===== src/rtl/lcd_frame_prefetch_ctrl_if.sv =====
// Read-port and display-FIFO signal bundle for lcd_frame_prefetch_ctrl.
//   master : the prefetch controller (drives flush and burst requests)
//   slave  : SDRAM read port plus display FIFO (drives ack/done/fill level)
// Signals:
//   fifo_flush    one-cycle display FIFO clear
//   fifo_wrusedw  words currently held in the display FIFO
//   rd_req        burst read request, held until rd_ack
//   rd_addr       burst start word address
//   rd_len        burst length in words (1..256)
//   rd_ack        SDRAM controller accepted the request
//   rd_done       last word of the burst has been written to the FIFO
interface lcd_frame_prefetch_ctrl_if #(
  parameter int ADDR_W  = 24,
  parameter int USEDW_W = 10
);
  logic                fifo_flush;
  logic [USEDW_W-1:0]  fifo_wrusedw;
  logic                rd_req;
  logic [ADDR_W-1:0]   rd_addr;
  logic [8:0]          rd_len;
  logic                rd_ack;
  logic                rd_done;

  modport master (
    output fifo_flush, rd_req, rd_addr, rd_len,
    input  fifo_wrusedw, rd_ack, rd_done
  );

  modport slave (
    input  fifo_flush, rd_req, rd_addr, rd_len,
    output fifo_wrusedw, rd_ack, rd_done
  );
endinterface


===== src/rtl/lcd_frame_prefetch_ctrl.sv =====
// Frame prefetch sequencer: on each LCD frame start (falling edge of the
// active-low vsync) it flushes the display FIFO and walks the frame buffer
// linearly in SDRAM read bursts, issuing a burst only when the FIFO has room
// for it.
// Ports:
//   clk, rst        system clock, synchronous active-high reset
//   enable          permits a new frame to start (sampled at frame start)
//   lcd_framesync   LCD vsync, active-low
//   bus             read-port / display-FIFO bundle (master side)
//   frame_done      one-cycle pulse when the whole frame has been fetched
//   busy            high whenever the sequencer is not idle
//   overrun_cnt     saturating count of frame starts that arrived while busy
module lcd_frame_prefetch_ctrl #(
  parameter int H_DISP     = 480,
  parameter int V_DISP     = 272,
  parameter int BURST_LEN  = 8,
  parameter int FIFO_DEPTH = 512,
  parameter int ADDR_W     = 24,
  parameter int BASE_ADDR  = 0,
  parameter int CNT_W      = 18
) (
  input  logic                       clk,
  input  logic                       rst,
  input  logic                       enable,
  input  logic                       lcd_framesync,
  lcd_frame_prefetch_ctrl_if.master  bus,
  output logic                       frame_done,
  output logic                       busy,
  output logic [7:0]                 overrun_cnt
);

  localparam int USEDW_W = $clog2(FIFO_DEPTH) + 1;

  localparam logic [CNT_W-1:0]   FRAME_WORDS = CNT_W'(H_DISP * V_DISP);
  localparam logic [CNT_W-1:0]   BURST_CNT   = CNT_W'(BURST_LEN);
  localparam logic [8:0]         BURST_LEN9  = 9'(BURST_LEN);
  localparam logic [USEDW_W-1:0] DEPTH_U     = USEDW_W'(FIFO_DEPTH);
  localparam logic [ADDR_W-1:0]  BASE_U      = ADDR_W'(BASE_ADDR);

  typedef enum logic [2:0] {
    IDLE, FLUSH, CHECK, REQ, XFER, DONE
  } state_t;

  // Control registers (reset)
  state_t              state_q, state_d;
  logic                sync_q, sync_d;
  logic                restart_pend_q, restart_pend_d;
  logic [7:0]          overrun_q, overrun_d;
  logic                fifo_flush_q, fifo_flush_d;
  logic                rd_req_q, rd_req_d;
  logic                frame_done_q, frame_done_d;
  logic                busy_q, busy_d;
  logic [ADDR_W-1:0]   rd_addr_q, rd_addr_d;
  logic [8:0]          rd_len_q, rd_len_d;

  // Datapath registers (always loaded in FLUSH before use, so not reset)
  logic [ADDR_W-1:0]   addr_ptr_q, addr_ptr_d;
  logic [CNT_W-1:0]    words_left_q, words_left_d;

  logic                fs;
  logic                overrun_inc;
  logic [8:0]          len_w;
  logic [USEDW_W-1:0]  free_w;
  logic                room_ok;

  assign fs = sync_q & ~lcd_framesync;

  always_comb begin
    if (words_left_q >= BURST_CNT) len_w = BURST_LEN9;
    else                           len_w = words_left_q[8:0];

    // A fill level at or above depth is treated as no room at all.
    if (bus.fifo_wrusedw >= DEPTH_U) free_w = '0;
    else                             free_w = DEPTH_U - bus.fifo_wrusedw;

    room_ok = 32'(free_w) >= 32'(len_w);
  end

  always_comb begin
    state_d        = state_q;
    sync_d         = lcd_framesync;
    restart_pend_d = restart_pend_q;
    overrun_inc    = 1'b0;
    rd_addr_d      = rd_addr_q;
    rd_len_d       = rd_len_q;
    addr_ptr_d     = addr_ptr_q;
    words_left_d   = words_left_q;

    case (state_q)
      IDLE: begin
        if (fs && enable) state_d = FLUSH;
      end
      FLUSH: begin
        addr_ptr_d     = BASE_U;
        words_left_d   = FRAME_WORDS;
        restart_pend_d = 1'b0;
        state_d        = CHECK;
      end
      CHECK: begin
        // No burst is in flight here, so a new frame restarts immediately.
        if (fs) begin
          overrun_inc = 1'b1;
          state_d     = FLUSH;
        end else if (words_left_q == '0) begin
          state_d = DONE;
        end else if (room_ok) begin
          rd_addr_d = addr_ptr_q;
          rd_len_d  = len_w;
          state_d   = REQ;
        end
      end
      REQ: begin
        if (fs) begin
          restart_pend_d = 1'b1;
          overrun_inc    = 1'b1;
        end
        if (bus.rd_ack) state_d = XFER;
      end
      XFER: begin
        if (fs) begin
          restart_pend_d = 1'b1;
          overrun_inc    = 1'b1;
        end
        if (bus.rd_done) begin
          addr_ptr_d   = addr_ptr_q + ADDR_W'(rd_len_q);
          words_left_d = words_left_q - CNT_W'(rd_len_q);
          // A frame start in this very cycle counts as pending too.
          if (restart_pend_q || fs) state_d = enable ? FLUSH : IDLE;
          else                      state_d = CHECK;
        end
      end
      DONE: begin
        state_d = IDLE;
      end
      default: state_d = IDLE;
    endcase

    if (overrun_inc && overrun_q != 8'hFF) overrun_d = overrun_q + 8'd1;
    else                                   overrun_d = overrun_q;

    // Outputs are registered copies of the next-state decode.
    fifo_flush_d = (state_d == FLUSH);
    rd_req_d     = (state_d == REQ);
    frame_done_d = (state_d == DONE);
    busy_d       = (state_d != IDLE);
  end

  always_ff @(posedge clk) begin
    if (rst) begin
      state_q        <= IDLE;
      sync_q         <= 1'b1;
      restart_pend_q <= 1'b0;
      overrun_q      <= 8'd0;
      fifo_flush_q   <= 1'b0;
      rd_req_q       <= 1'b0;
      frame_done_q   <= 1'b0;
      busy_q         <= 1'b0;
      rd_addr_q      <= BASE_U;
      rd_len_q       <= 9'd0;
    end else begin
      state_q        <= state_d;
      sync_q         <= sync_d;
      restart_pend_q <= restart_pend_d;
      overrun_q      <= overrun_d;
      fifo_flush_q   <= fifo_flush_d;
      rd_req_q       <= rd_req_d;
      frame_done_q   <= frame_done_d;
      busy_q         <= busy_d;
      rd_addr_q      <= rd_addr_d;
      rd_len_q       <= rd_len_d;
    end
  end

  always_ff @(posedge clk) begin
    addr_ptr_q   <= addr_ptr_d;
    words_left_q <= words_left_d;
  end

  assign bus.fifo_flush = fifo_flush_q;
  assign bus.rd_req     = rd_req_q;
  assign bus.rd_addr    = rd_addr_q;
  assign bus.rd_len     = rd_len_q;
  assign frame_done     = frame_done_q;
  assign busy           = busy_q;
  assign overrun_cnt    = overrun_q;

endmodule


===== src/flat_wrapper.sv =====
// flat-port wrapper written by rule: the top's interface ports become plain ports
module lcd_frame_prefetch_ctrl_flat 
#(
  parameter int H_DISP     = 480,
  parameter int V_DISP     = 272,
  parameter int BURST_LEN  = 8,
  parameter int FIFO_DEPTH = 512,
  parameter int ADDR_W     = 24,
  parameter int BASE_ADDR  = 0,
  parameter int CNT_W      = 18
)
  (clk, rst, enable, lcd_framesync, frame_done, busy, overrun_cnt, bus_fifo_flush, bus_rd_req, bus_rd_addr, bus_rd_len, bus_fifo_wrusedw, bus_rd_ack, bus_rd_done);
  lcd_frame_prefetch_ctrl_if #(.ADDR_W(ADDR_W), .USEDW_W(10)) bus_i ();
  input  logic clk;
  input  logic rst;
  input  logic enable;
  input  logic lcd_framesync;
  output logic frame_done;
  output logic busy;
  output logic [7:0] overrun_cnt;
  output wire logic [$bits(bus_i.fifo_flush)-1:0] bus_fifo_flush;
  output wire logic [$bits(bus_i.rd_req)-1:0] bus_rd_req;
  output wire logic [$bits(bus_i.rd_addr)-1:0] bus_rd_addr;
  output wire logic [$bits(bus_i.rd_len)-1:0] bus_rd_len;
  input wire logic [$bits(bus_i.fifo_wrusedw)-1:0] bus_fifo_wrusedw;
  input wire logic [$bits(bus_i.rd_ack)-1:0] bus_rd_ack;
  input wire logic [$bits(bus_i.rd_done)-1:0] bus_rd_done;
  assign bus_fifo_flush = bus_i.fifo_flush;
  assign bus_rd_req = bus_i.rd_req;
  assign bus_rd_addr = bus_i.rd_addr;
  assign bus_rd_len = bus_i.rd_len;
  assign bus_i.fifo_wrusedw = bus_fifo_wrusedw;
  assign bus_i.rd_ack = bus_rd_ack;
  assign bus_i.rd_done = bus_rd_done;
  lcd_frame_prefetch_ctrl #(.H_DISP(H_DISP), .V_DISP(V_DISP), .BURST_LEN(BURST_LEN), .FIFO_DEPTH(FIFO_DEPTH), .ADDR_W(ADDR_W), .BASE_ADDR(BASE_ADDR), .CNT_W(CNT_W)) u_core (.clk(clk), .rst(rst), .enable(enable), .lcd_framesync(lcd_framesync), .bus(bus_i), .frame_done(frame_done), .busy(busy), .overrun_cnt(overrun_cnt));
endmodule

===== config.mk =====
export PLATFORM = sky130hd
export DESIGN_NAME = lcd_frame_prefetch_ctrl_flat
export DESIGN_NICKNAME = d
export VERILOG_FILES = /design/src/rtl/lcd_frame_prefetch_ctrl_if.sv /design/src/rtl/lcd_frame_prefetch_ctrl.sv /design/src/flat_wrapper.sv
export SDC_FILE = /design/constraint.sdc
export NUM_CORES = 1
export LEC_CHECK = 0
export BUFFER_PORTS_ARGS = -buffer_cell sky130_fd_sc_hd__buf_2
export CORE_UTILIZATION = 49
export DETAILED_ROUTE_END_ITERATION = 10
export PLACE_DENSITY = 0.69
export SYNTH_ARGS = -nofsm -noshare
export SYNTH_HDL_FRONTEND = slang
export SYNTH_SLANG_ARGS = --single-unit

===== constraint.sdc =====
create_clock -name clk -period 8.7 [get_ports clk]
set_input_delay 2.61 -clock clk [delete_from_list [all_inputs] [get_ports clk]]
set_output_delay 2.61 -clock clk [all_outputs]
set_load 0.005 [all_outputs]

Word-level counts from Yosys, hierarchy flattened
Index checks and enable logic that the tools add are counted.
{ "word_totals": {"register_bits": 92, "latch_bits": 0, "ram_bits": 0, "mem_bits_ro": 0, "input_bits": 16, "output_inout_bits": 45, "elab_cells": 65, "memories": 0} }
{ "op_classes": {"add_sub_neg": 4, "multipliers": 0, "div_mod_pow": 0, "order_cmp": 3, "n_eq_ne": 10, "n_shift": 0, "muxes": 19, "n_bitwise": 4, "reduce_logical": 13} }
{ "op_table": {"columns": ["cell", "count"], "rows": [
  ["case mux 24 bit (2 select lines)", 1],
  ["case mux 18 bit (2 select lines)", 1],
  ["adder 24 x 9 -> 24 bit", 1],
  ["two-way mux 24 bit", 1],
  ["two-way mux 3 bit", 7],
  [">= comparator 18 x 4 -> 1 bit, second input constant", 1],
  ["zero test 18 bit", 1],
  ["two-way mux 18 bit", 1],
  ["subtractor 18 x 9 -> 18 bit", 1],
  ["case mux 3 bit (5 select lines)", 1],
  [">= comparator 10 bit, second input constant", 1],
  [">= comparator 10 x 9 -> 1 bit", 1],
  ["two-way mux 10 bit", 1],
  ["subtractor 10 bit, first input constant", 1],
  ["equality test 3 x 2 -> 1 bit, second input constant", 3],
  ["two-way mux 9 bit", 1],
  ["adder 8 x 1 -> 8 bit, second input constant", 1],
  ["inequality test 8 bit, second input constant", 1],
  ["equality test 3 x 1 -> 1 bit, second input constant", 2],
  ["equality test 3 bit, second input constant", 2],
  ["two-way mux 1 bit", 4],
  ["AND reduction 2 bit", 2],
  ["AND reduction 4 bit", 1],
  ["nonzero test 2 bit", 2],
  ["11 further kinds", 14]
]} }

Longest topological paths before layout
Gate-level depths: netlist of run 1.
{ "depth": {"depth_word": 8, "depth_mapped": 14} }

Least setup slack after synthesis of run 1
Ideal clock, no wire load.
{ "synth_timing": {"path_kind": "in2reg", "startpoint": "input bus_rd_done", "endpoint": "register u_core.addr_ptr_q[0] (enable)", "t_arrival_ns": 4.798, "setup_slack_ns": 3.447, "cell_stages": 2, "n_path_buf": 0, "path_cell_list": "nand3b_1 a21oi_1"} }
{ "synth_via": {"elab_chain_cells": 2} }
{ "synth_lines": {"columns": ["element", "line", "source"], "rows": [
  ["start: declaration", "flat_wrapper.sv:27", "input wire logic [$bits(bus_i.rd_done)-1:0] bus_rd_done;"],
  ["inequality test 2 bit (no source line)", null, null],
  ["AND reduction 2 bit (no source line)", null, null],
  ["end signal: assignment", "lcd_frame_prefetch_ctrl.sv:175", "addr_ptr_q <= addr_ptr_d;"],
  ["end: declaration", "lcd_frame_prefetch_ctrl.sv:57", "logic [ADDR_W-1:0] addr_ptr_q, addr_ptr_d;"]
]} }
No other way between the ends.
A chain may end at the register's enable or synchronous reset.

Worst setup path after layout of run 1
{ "layout_timing": {"startpoint": "input bus_fifo_wrusedw[0]", "endpoint": "register u_core.rd_len_q[1], in the netlist u_core.bus.rd_len[1]"} }
{ "layout_via": {"elab_chain_cells": 4} }
{ "layout_lines": {"columns": ["element", "line", "source"], "rows": [
  ["start: declaration", "flat_wrapper.sv:25", "input wire logic [$bits(bus_i.fifo_wrusedw)-1:0] bus_fifo_wrusedw;"],
  ["subtractor 10 bit or >= comparator 10 bit (tied branches)", "lcd_frame_prefetch_ctrl.sv:74, lcd_frame_prefetch_ctrl.sv:73", null],
  ["two-way mux 10 bit (*)", "lcd_frame_prefetch_ctrl.sv:73", "if (bus.fifo_wrusedw >= DEPTH_U) free_w = '0;"],
  [">= comparator 10 x 9 -> 1 bit (*)", "lcd_frame_prefetch_ctrl.sv:76", "room_ok = 32'(free_w) >= 32'(len_w);"],
  ["AND reduction 4 bit (no source line) (*)", null, null],
  ["end signal: assignment", "lcd_frame_prefetch_ctrl.sv:170", "rd_len_q <= rd_len_d;"],
  ["end: declaration", "lcd_frame_prefetch_ctrl.sv:54", "logic [8:0] rd_len_q, rd_len_d;"]
]} }
Every way passes the cells marked *; elsewhere a longest branch is shown, timed or not.

==> impl_metrics.toml, run 1 <==
[setup_path]
slowest_delay_ps = 840
crit_chain = "buf_2, inv_1, nand2_1, nor4_1, xor2_1, nor2_1, ha_1, o21ai_0, nand2b_1, o2111ai_1, o21ai_0, o21a_2, mux2_2"
arrival_ps = 5590
crit_family = "compound AO/OA/AOI/OAI gates"
cp-start-kind = "input port"
cp-end-kind = "flip-flop"
worstPathRequired_ps = 8930
cpMostUsedCell = "o21ai_0"
path_buf_inv = 2
cpMaxStageDelayCell = "o21a_2"
crit_type = "in2reg"
critPathMaxFanout = 33

[run_status]
status = "complete, no violations"

[clock_tree]
clock-root-buffer = "clkbuf_16"
cts_setup_buffers = 0
numCtsBuffers = 9
clock_sinks = 92
post_cts_resized = 0
clock_latency_ps = 350
htree_num_levels = 3
ctsLongestPathBuffers = 2
path_clk_slew_ps = 60
postCtsHoldBufs = 0
cts_tree = "done"

[global_routing]
grt_util_met1_pct = 27.6
grt_max_degree = 73
met2_usage_pct = 34.7
grt_pass1_vias = 4202
antenna_found_initial = 0
grt_pass1_wl_um = 19700
gr-usage-met3_pct = 3.38
groute.usage.overall_pct = 21.3
overflow = 0
grt_busiest_layer = "met2"

[logic_synthesis]
async_flop_share_pct = 0
synth_edf_count = 42
postSynthCellCount = 597
ys_dominant_reg_cell = "dfxtp_1"
synth_seq_cells = 92
yosys-top-cells-count = "56 x nand2b_1, 52 x nor2_1, 50 x dfxtp_1, 42 x edfxtp_1, 39 x nand2_1"
yosysUniqueCellTypes = 64
synth.avg_cell_area_um2 = 9.32
synth_top_cell_by_area = "edfxtp_1"
syn_area_um2 = 5570
seq_area_frac_synth_pct = 40.6
yosysWarnings = 0
synth_top_area_share_pct = 22.7
synth.area.top_cells = "edfxtp_1 23%, dfxtp_1 18%, ha_1 6.5%"
yosysMostFrequentCell = "nand2b_1"

[detailed_routing]
drt_iter0_drc = 275
routedWlPerCell_um = 14.8
dr.pass1.iters = 4
antenna_left = 0
vias_per_cell = 5.66
drc_errors = 0
drt-total-wl_um = 11700
vias = 4469

[final_layout]
nets = 692
drive_gt1_share_pct = 14.9
n_antenna_cell = 0
area.growth.synth_to_final_pct = 11.6
final_area_um2 = 6210

[timing]
tightest_slew_ps = 1000
fin_skew_ps = 7.87
rsz0062_at_grt = "false"
fin_crit_sh_pct = 61.6
period_minus_slack_ps = 5360
setup_violations = 0
hold_viol_final = 0
max_freq_mhz = 187
slew_headroom_pct = 32.4
hold_slack_ps = 473
finalSetupTns_ps = 0
final_max_slew_viol_count = 0
final.setup.worst_slack_ps = 3340

[floorplanning]
die_area_um2 = 11800
start_util_pct = 50.9
die-height_um = 109
fp.dieW_um = 109
rows = 38
core_area_um2 = 10900
ios = 61

[power_and_ir_drop]
vdd_drop_max_uv = 79.7
p_leak_nw = 2.36
p_per_area_nw_per_um2 = 143

[place]
gp_congestion = 0.820
place_ws_ps = 2930
hpwl_um = 8400
port_buffers = 60
postPlaceCellArea_um2 = 5940

[min_path]
min_path_type = "reg2reg"

[flow_run]
maxCapViolCount = 0
[final timing paths]
path         slack (ps)                     from                     end  cells after the start
max                3340      bus_fifo_wrusedw[0]    u_core.bus.rd_len[1]                     13
min                 470   u_core.bus.rd_addr[19]  u_core.bus.rd_addr[19]                      2
max reg2reg        4780  u_core.words_left_q[13]    u_core.bus.rd_len[1]                     11
min reg2reg         470   u_core.bus.rd_addr[19]  u_core.bus.rd_addr[19]                      2
[layout make-up]
class                           count  area (um^2)
Clock buffer                       10          239
Fill cell                         983         4720
Tap cell                          140          175
Sequential cell                    92         2260
Clock inverter                      6         35.0
Inverter                           24         90.1
Timing Repair Buffer               62          315
Multi-Input combinational cell    456         3090
[cells in the final DEF (no fill, tap or decap), types with 3 or more instances in the layout]
master	count
buf_2	60
nand2b_1	56
nor2_1	52
dfxtp_1	50
edfxtp_1	42
nand2_1	39
mux2i_1	29
ha_1	29
nor3_1	27
o21ai_0	25
inv_1	23
a21oi_1	22
nand3_1	13
o21a_1	12
nor4_1	12
or3_1	11
xor2_1	10
nor2b_1	9
o211ai_1	9
clkbuf_16	9
a211oi_1	7
and3_1	7
xnor2_1	7
nand4_1	7
nand3b_1	5
and4_1	5
a41oi_1	5
conb_1	5
o31a_1	4
o31ai_1	4
inv_4	4
a21o_1	3
nor3b_1	3
[worst register-to-register path, stage by stage, from the launching register on]
cell and delay (ps):
edfxtp_1 450, nor4_2 380, and4b_1 330, and2_1 250
nand2_1 120, ha_1 310, nand2_1 40, o21ai_0 180
a21oi_1 100, o21ai_0 390, o21a_2 840, mux2_2 420
[metal layers]
layer / part of all wire [%] / routed length, um / up-vias
met3: 3.9 / 458 / 14
met5: 0 / 0 / -
met4: 1.9 / 224 / 0
li1: - / - / 2263
met1: 47 / 5550 / 2100
met2: 47 / 5490 / 92
[power breakdown]
part / internal, mW / switching, mW / total [mW]
registers: 0.458 / 0.00685 / 0.464
clock network: 0.201 / 0.165 / 0.366
logic: 0.0241 / 0.0336 / 0.0577
[state kept, by name, summed over array words and instances, names as in the netlist, 3 cells and up]
register	cells
u_core.bus.rd_len	9
u_core.words_left_q	18
u_core.bus.rd_addr	24
u_core.addr_ptr_q	24
u_core.overrun_cnt	8
u_core.state_q	3
[stage by stage]
step           utilization, %  power (mW)  cells
2_1_floorplan               -       0.515    601
3_3_place_gp             54.3       0.529    774
3_5_place_dp             54.3       0.532    774
4_1_cts                  56.8       0.897    790
5_1_grt                  56.8       0.925    790
6_report                 56.8       0.888    790
[cells by family after synthesis]
group / synth area share (%)
compound gates: 14.2
xor+xnor: 2.68
fa+ha+maj: 7.24
buf+inv: 4.25
flops: 40.6
mux: 5.62
other cells: 0.0674
simple gates: 25.3
Power figures use the tool's default switching activity.
==> inputs of run 2 (changes only) <==
- clock period: 8.7 -> 5.5 ns (I/O delays scaled with it)
==> run 2 against run 1 <==
Combinational power rose by 59%. Via count increased by 0.87%. Cell area rose by 0.89%. Register-to-register slack worse by 3000 ps. Die area unchanged. Sequential cell count did not move. Sequential share of layout area decreased by 0.32 points. Critical path depth up 1. Sequential power increased by 58%. First-iteration DRC count shrank 19%.
==> impl_metrics.toml, run 2 (synthesis gave the netlist of run 1 again) <==
[clock_tree]
htree_num_levels = 3
numCtsBuffers = 9
cts_tree = "done"
cts_setup_buffers = 0
path_clk_slew_ps = 60
clock_latency_ps = 340
post_cts_resized = 0
ctsLongestPathBuffers = 2
clock_sinks = 92
clock-root-buffer = "clkbuf_16"
postCtsHoldBufs = 0

[timing]
tightest_slew_ps = 1020
period_minus_slack_ps = 4060
hold_slack_ps = 472
finalSetupTns_ps = 0
slew_headroom_pct = 32.2
max_freq_mhz = 246
setup_violations = 0
final_max_slew_viol_count = 0
fin_crit_sh_pct = 73.9
hold_viol_final = 0
rsz0062_at_grt = "false"
fin_skew_ps = 5.99

[setup_path]
cpMostUsedCell = "o21ai_0"
arrival_ps = 4330
crit_type = "in2reg"
cpMaxStageDelayCell = "buf_4"
reg2reg_to = "u_core.bus.rd_addr[7]"
cp-start-kind = "input port"
critPathMaxFanout = 26
slowest_delay_ps = 420
worstPathRequired_ps = 5770
reg2regPathDepth = 11
crit_chain = "buf_2, inv_1, nand2_1, nor4_1, xor2_1, nor2_1, ha_1, o21ai_0, nand2b_1, o2111ai_1, o21ai_0, o21a_2, buf_4, mux2i_1"
reg2reg_slack_ps = 1800
cp-end-kind = "flip-flop"
r2r_start = "u_core.words_left_q[10]"

[place]
port_buffers = 60
gp_congestion = 0.822
hpwl_um = 8350

[min_path]
hp-start = "u_core.bus.rd_addr[11]"
hold_depth = 2
min_path_type = "reg2reg"
whs_endpoint = "u_core.bus.rd_addr[11]"

[power_and_ir_drop]
power.total_mw = 1.49
vdd_drop_max_uv = 163
clkPwrFrac_pct = 44.6
combPwrFrac_pct = 6.2
switching_share_pct = 22.0
p_leak_nw = 2.38
p_seq_share_pct = 49.2
p_per_area_nw_per_um2 = 238
netSwitchingPower_mw = 0.329
power.internal_mw = 1.16

[global_routing]
grt_busiest_layer = "met2"
grt_util_met1_pct = 27.5
grt_pass1_wl_um = 18900
met2_usage_pct = 32.8
groute.usage.overall_pct = 20.5
grt_pass1_vias = 3995
overflow = 0
gr-usage-met3_pct = 3.44
grt_max_degree = 73
antenna_found_initial = 0

[floorplanning]
ios = 61
start_util_pct = 50.9
fp.dieW_um = 109
rows = 38
die_area_um2 = 11800
core_area_um2 = 10900
die-height_um = 109

[final_layout]
area.growth.synth_to_final_pct = 12.6
fillCellCount = 963
n_antenna_cell = 0
nets = 693
drive_gt1_share_pct = 14.9
layout_commonest_cell = "buf_2"
layout_common_cells = "60 x buf_2, 56 x nand2b_1, 52 x nor2_1"

[detailed_routing]
vias_per_cell = 5.70
antenna_left = 0
drt_iter0_drc = 222
drc_errors = 0
drt-total-wl_um = 11800
routedWlPerCell_um = 14.9
vias = 4508
dr.pass1.iters = 4

[run_status]
status = "complete, no violations"

[flow_run]
maxCapViolCount = 0
[run 2: power groups by stage]
stage | clock network (mW) | registers [mW] | logic [mW]
floorplan | 0 | 0.746 | 0.0681
global placement | 0 | 0.749 | 0.0882
detailed placement | 0 | 0.750 | 0.0919
CTS | 0.676 | 0.734 | 0.0921
global route | 0.698 | 0.736 | 0.104
finish | 0.666 | 0.735 | 0.0918
[run 2: through the flow]
step	std cells	instance area (um^2)	setup WS (ps)	utilization (%)
2_1_floorplan	601	5580	1210	-
3_3_place_gp	775	5940	1210	54.4
3_5_place_dp	775	5940	1050	54.4
4_1_cts	791	6270	1420	57.3
5_1_grt	791	6270	1130	57.3
6_report	791	6270	1440	57.3
[run 2: metal layers]
metal	vias up	wire length, um
met5	-	0
met4	0	184
met3	14	550
met2	112	5490
met1	2111	5580
li1	2271	-
[run 2: critical path: cells and delay by family]
| kind | cells | cell delay, ps |
|---|---|---|
| simple gates | 4 | 490 |
| mux | 1 | 250 |
| compound gates | 4 | 880 |
| xor+xnor | 1 | 170 |
| buf+inv | 3 | 580 |
| fa+ha+maj | 1 | 290 |
[run 2: area by class of cell]
cell class	count	area (um^2)	area share (%)
Clock inverter	4	43.8	0.699
Sequential cell	92	2260	36.1
Clock buffer	12	278	4.43
Multi-Input combinational cell	456	3090	49.4
Timing Repair Buffer	63	323	5.15
Inverter	24	90.1	1.44
Tap cell	140	175	2.80
[run 2: worst max path at each step]
stage / startpoint / endpoint / slack, ps
finish: bus_fifo_wrusedw[0] / u_core.bus.rd_addr[7] / 1440
floorplan: bus_rd_done / u_core.addr_ptr_q[0] / 1210
global placement: bus_fifo_wrusedw[0] / u_core.bus.rd_addr[18] / 1210
detailed placement: bus_fifo_wrusedw[0] / u_core.bus.rd_addr[7] / 1050
global route: bus_fifo_wrusedw[0] / u_core.bus.rd_addr[7] / 1130
CTS: bus_fifo_wrusedw[0] / u_core.bus.rd_addr[7] / 1420
